$ cat config.mk
export PLATFORM = sky130hd
export DESIGN_NAME = unpadding
export DESIGN_NICKNAME = d
export VERILOG_FILES = /design/src/rtl/blake512_pkg.sv /design/src/rtl/bswap32.sv /design/src/rtl/unpadding.sv
export SDC_FILE = /design/constraint.sdc
export NUM_CORES = 2
export LEC_CHECK = 0
export CAP_MARGIN = 20
export CORE_AREA = 4 4 419 421
export CTS_CLUSTER_DIAMETER = 150
export DETAILED_ROUTE_END_ITERATION = 8
export DIE_AREA = 0 0 423 425
export GPL_TIMING_DRIVEN = 1
export HOLD_SLACK_MARGIN = 0.06
export PLACE_DENSITY = 0.43
export SYNTH_ARGS = -nofsm -noshare
export SYNTH_HDL_FRONTEND = slang
export SYNTH_SLANG_ARGS = --single-unit
export TNS_END_PERCENT = 10
$ cat constraint.sdc
create_clock -name clk -period 31 [get_ports clk]
set_clock_uncertainty 0.15 [all_clocks]
set_input_delay 6.2 -clock clk [delete_from_list [all_inputs] [get_ports clk]]
set_output_delay 6.2 -clock clk [all_outputs]
set_load 0.005 [all_outputs]
$ cat src/rtl/blake512_pkg.sv
// rtl/blake512_pkg.sv - shared BLAKE-512 header padding layout constants, states and pad check
package blake512_pkg;

  localparam int HDR_BITS  = 640;
  localparam int BLK_BITS  = 1024;
  localparam int HDR_WORDS = 20;

  localparam logic [7:0]  PAD_START = 8'h80;
  localparam logic [7:0]  PAD_END   = 8'h01;
  localparam logic [63:0] T0_HDR    = 64'h280;

  localparam int PAD_START_LSB = 376;
  localparam int PAD_END_LSB   = 128;

  typedef enum logic [1:0] {
    ST_IDLE,
    ST_EMIT,
    ST_REJECT
  } state_e;

  // True when the block carries exactly the padding and counter an 80-byte header produces.
  function automatic logic pad_ok(input logic [BLK_BITS-1:0] blk);
    return (blk[PAD_START_LSB +: 8] == PAD_START) &&
           (blk[PAD_START_LSB-1:PAD_END_LSB+8] == '0) &&
           (blk[PAD_END_LSB +: 8] == PAD_END) &&
           (blk[127:64] == '0) &&
           (blk[63:0] == T0_HDR);
  endfunction

endpackage

$ cat src/rtl/bswap32.sv
// rtl/bswap32.sv - 32-bit byte reverse
module bswap32 (
  input  logic [31:0] data_i,
  output logic [31:0] data_o
);

  assign data_o = {data_i[7:0], data_i[15:8], data_i[23:16], data_i[31:24]};

endmodule

$ cat src/rtl/unpadding.sv
// rtl/unpadding.sv - checks a padded BLAKE-512 header block and streams the 20 header words back out
module unpadding
  import blake512_pkg::*;
#(
  parameter int CHECK_PAD = 1,
  parameter int ERR_CNT_W = 16
) (
  input  logic                 clk,
  input  logic                 rst,
  input  logic                 in_valid,
  output logic                 in_ready,
  input  logic [BLK_BITS-1:0]  in_block,
  output logic                 out_valid,
  input  logic                 out_ready,
  output logic [31:0]          out_data,
  output logic [4:0]           out_idx,
  output logic                 out_last,
  output logic                 pad_err,
  output logic [ERR_CNT_W-1:0] err_cnt
);

  localparam int KEEP_BITS = HDR_BITS - 32;

  state_e                 state_q;
  logic [KEEP_BITS-1:0]   blk_q;
  logic [4:0]             idx_q;
  logic                   out_valid_q;
  logic [31:0]            out_data_q;
  logic                   out_last_q;
  logic                   pad_err_q;
  logic [ERR_CNT_W-1:0]   err_cnt_q;

  logic [31:0]            raw_w;
  logic [31:0]            swap_w;
  logic                   accept_ok;

  // Word 0 is loaded straight from the input at accept; blk_q holds words 1..19 as a shift register.
  assign raw_w     = (state_q == ST_IDLE) ? in_block[BLK_BITS-1 -: 32] : blk_q[KEEP_BITS-1 -: 32];
  assign accept_ok = pad_ok(in_block) || (CHECK_PAD == 0);
  assign in_ready  = (state_q == ST_IDLE) && !rst;

  bswap32 u_bswap (
    .data_i (raw_w),
    .data_o (swap_w)
  );

  always_ff @(posedge clk or posedge rst) begin
    if (rst) begin
      state_q     <= ST_IDLE;
      blk_q       <= '0;
      idx_q       <= '0;
      out_valid_q <= 1'b0;
      out_data_q  <= '0;
      out_last_q  <= 1'b0;
      pad_err_q   <= 1'b0;
      err_cnt_q   <= '0;
    end else begin
      case (state_q)
        ST_IDLE: begin
          pad_err_q <= 1'b0;
          if (in_valid) begin
            blk_q <= in_block[BLK_BITS-33 -: KEEP_BITS];
            if (accept_ok) begin
              state_q     <= ST_EMIT;
              idx_q       <= '0;
              out_valid_q <= 1'b1;
              out_data_q  <= swap_w;
              out_last_q  <= 1'b0;
            end else begin
              state_q   <= ST_REJECT;
              pad_err_q <= 1'b1;
              if (err_cnt_q != '1) err_cnt_q <= err_cnt_q + 1'b1;
            end
          end
        end
        ST_REJECT: begin
          pad_err_q <= 1'b0;
          state_q   <= ST_IDLE;
        end
        ST_EMIT: begin
          if (out_ready) begin
            if (idx_q == 5'(HDR_WORDS - 1)) begin
              state_q     <= ST_IDLE;
              idx_q       <= '0;
              out_valid_q <= 1'b0;
              out_last_q  <= 1'b0;
            end else begin
              idx_q      <= idx_q + 5'd1;
              out_data_q <= swap_w;
              out_last_q <= (idx_q == 5'(HDR_WORDS - 2));
              blk_q      <= {blk_q[KEEP_BITS-33:0], 32'h0};
            end
          end
        end
        default: state_q <= ST_IDLE;
      endcase
    end
  end

  assign out_valid = out_valid_q;
  assign out_data  = out_data_q;
  assign out_idx   = idx_q;
  assign out_last  = out_last_q;
  assign pad_err   = pad_err_q;
  assign err_cnt   = err_cnt_q;

endmodule

==> results.toml <==
[worst_hold_path]
min_to = "blk_q[31]"
whs_path_depth = 2
hp-start = "blk_q[31]"
hold_path.class = "reg2reg"

[route]
ant_nets = 0
drt-initial-drc-count = 2133
viasPerCell = 4.290
vias = 30010
wirelength_um = 163600
drc = 0
drt_first_pass_iters = 5
wire_per_inst_um = 23.38

[placed_design]
place_congestion = 0.8963
post-place-ws_ns = 17.28
portBuffers = 1084
dp.cells = 6815
dp_hpwl_um = 127800

[critical_path]
rr_endpoint = "blk_q[405]"
worstPathArrival_ns = 7.36
cp_data_required_time_ns = 24.65
path_common_cell = "clkdlybuf4s50_1"
rr_startpoint = "out_idx[0]"
reg2reg_depth = 11
cp_slowest_stage_delay_ns = 0.51
cp_max_fo = 2
reg2reg_setup_slack_ns = 25.03
critPathTopFamily = "buffers and inverters"
critical_path.slowest_cell = "clkdlybuf4s50_1"
crit_type = "in2out"
path_cells = "clkdlybuf4s50_1, nor2_1, clkdlybuf4s50_1"
path_buf_inv = 2
start_kind = "input port"
cp-end-kind = "output pin"

[logic_synthesis]
synthArstFlopShare_pct = 100.0
synth-warning-count = 0
post_synth_num_cell_types = 47
ys_ff_latch = 666
synth_cells = 3665
synth_nets = 4696
synth-edff-count = 0
yosysSeqAreaShare_pct = 54.58
syn_area_per_cell_um2 = 8.331
netlist_area_um2 = 30530
synth_flop_cell = "dfrtp_1"

[die]
fp.dieArea_um2 = 179800
core_um2 = 171400
die_h_um = 425
start_util_pct = 17.82
die_w_um = 423
num_io_pins = 1085
fp-row-count = 152

[sta]
fin_ws_ns = 17.29
period_needed_ns = 13.71
setup_viol = 0
relSlewSlack_pct = 26.37
slew_violations = 0
rsz0062_at_grt = "no"
final.setup.tns_ns = 0
fmax_ghz = 0.07296
worst_slew_pin_slew_ns = 1.094
timing.final.crit_share_pct = 44.22
hold_viol = 0

[clock_tree]
cts_root_buf = "clkbuf_16"
clk_path_buf_depth = 3
cts.hold.buffers_added = 0
postCtsSetupRepairBufs = 0
clk_pin_slew_ns = 0.06
ctsResizeCount = 0
cts_tree = "done"
clock_sinks = 666
cts_buffers = 84
htreeDepth = 3
clock_latency_ns = 0.68

[status]
status = "finished, final reports clean"

[finish]
multi_input_area_um2 = 12760
final_net_count = 5622
utilization_pct = 27.05
seq_area_um2 = 16670
fillers = 18780
drive_above_1_share_pct = 4.563
area_delta_synth_final_pct = 51.77
final_cells = 6995

[power_and_ir_drop]
p_int_mw = 1.764
switchingPower_mw = 0.6585
power_leakage_nw = 18.32
ir_drop_mv = 0.03782
pwr-share-comb_pct = 15.7
power.share.sequential_pct = 44.1
power_density_nw_per_um2 = 52.27
p_clk_share_pct = 40.1
switching_share_pct = 27.18
finalPower_mw = 2.422

[grt]
grt_pass1_vias = 30150
grt_max_degree = 215
antenna_found_initial = 115
overflow = 0
track_usage_pct = 17.47
grt_pass1_wl_um = 228200

[flow_run]
cap_violations = 0
## final cells by class
type,count,share of cell area (%)
timing repair buffer,1128,24.21
inverter,6,0.06480
clock inverter,27,0.7506
clock buffer,114,5.038
tap,2310,6.237
antenna,39,0.2106
sequential,666,35.96
multi-input combinational,2705,27.53
## stage by stage
stage | hold WS [ns] | cell area [um2]
detailed placement | 0.3059 | 43560
global placement | 0.2998 | 43560
floorplan | 0.2886 | 30530
global route | 0.3321 | 46290
CTS | 0.3195 | 46250
finish | 0.3144 | 46340
## state kept, by name (all words and copies together) (netlist names)
register / count
blk_q: 608
out_last: 1
out_idx: 5
out_data: 32
pad_err: 1
err_cnt: 16
out_valid: 1
state_q: 2
## Yosys cell counts, drive strengths merged (2+ instances only)
master / number / area share (%)
nand2: 1232 / 15
dfrtp: 666 / 55
nor2: 587 / 7.2
a31oi: 578 / 12
clkbuf: 269 / 3.3
nor4: 103 / 2.2
nand3: 41 / 0.69
o22ai: 34 / 1.3
a2bb2oi: 32 / 0.92
nand4: 22 / 0.45
buf: 19 / 0.37
nor3: 16 / 0.30
xor2: 12 / 0.34
inv: 6 / 0.074
nor4b: 5 / 0.14
mux2: 4 / 0.15
nand2b: 4 / 0.082
and3: 3 / 0.061
ha: 3 / 0.12
or2: 3 / 0.061
a21o: 2 / 0.049
a21oi: 2 / 0.033
and2: 2 / 0.041
and4: 2 / 0.057
nor2b: 2 / 0.041
o21a: 2 / 0.049
## worst max path at each step
stage | slack (ns) | cells past startpoint | startpoint | end
2_1_floorplan | 5.98 | 1 | rst | blk_q[0]
4_1_cts | 17.28 | 3 | rst | in_ready
5_1_grt | 17.25 | 3 | rst | in_ready
3_5_place_dp | 17.28 | 3 | rst | in_ready
6_report | 17.29 | 3 | rst | in_ready
3_3_place_gp | 17.23 | 3 | rst | in_ready
## metal layers
| layer | up-vias | global-route usage, % | part of all wire (%) | wire length (um) |
|---|---|---|---|---|
| met3 | 290 | 5.624 | 7.1 | 11580 |
| met2 | 843 | 30.47 | 50 | 81210 |
| met1 | 14380 | 20.23 | 40 | 65120 |
| met5 | - | 0 | 0.28 | 465 |
| li1 | 14430 | - | - | - |
| met4 | 70 | 5.667 | 3.2 | 5177 |
## cell usage in the layout (no fill, tap or decap), types with 4 or more instances in the layout
cell type / n
a31oi_1: 578
clkinv_2: 13
nor2_1: 586
nand4_1: 22
nor4_1: 99
clkbuf_1: 18
o22ai_2: 30
mux2_1: 4
o22ai_1: 4
nor4b_1: 5
clkdlybuf4s50_1: 1084
nand3_1: 40
nor4_2: 4
inv_1: 5
clkbuf_8: 12
buf_4: 41
xor2_1: 12
dfrtp_1: 666
nand2_1: 1232
a2bb2oi_1: 32
nor3_1: 15
clkbuf_16: 84
diode_2: 39
## cells by family after synthesis
family	Yosys count	synth area share [%]
flip-flops	666	54.58
multiplexers	5	0.1803
adder cells (fa/ha/maj)	3	0.1229
XOR/XNOR	13	0.3729
AND/OR/NAND/NOR	2029	26.66
buffers and inverters	294	3.753
AO/OA/AOI/OAI	655	14.33
## power by group through the flow
stage	Sequential (mW)	Clock [mW]	Combinational, mW
2_1_floorplan	1.06	0	0.172
3_3_place_gp	1.08	0	0.381
3_5_place_dp	1.09	0	0.386
4_1_cts	1.07	1.01	0.387
5_1_grt	1.08	1.04	0.422
6_report	1.07	0.972	0.381
## worst min-delay path: stages, from the launching register on
cell	delay, ns
dfrtp_1	0.34
nand2_1	0.05
nand2_1	0.05
No activity file was read; power rests on OpenSTA's default activity.
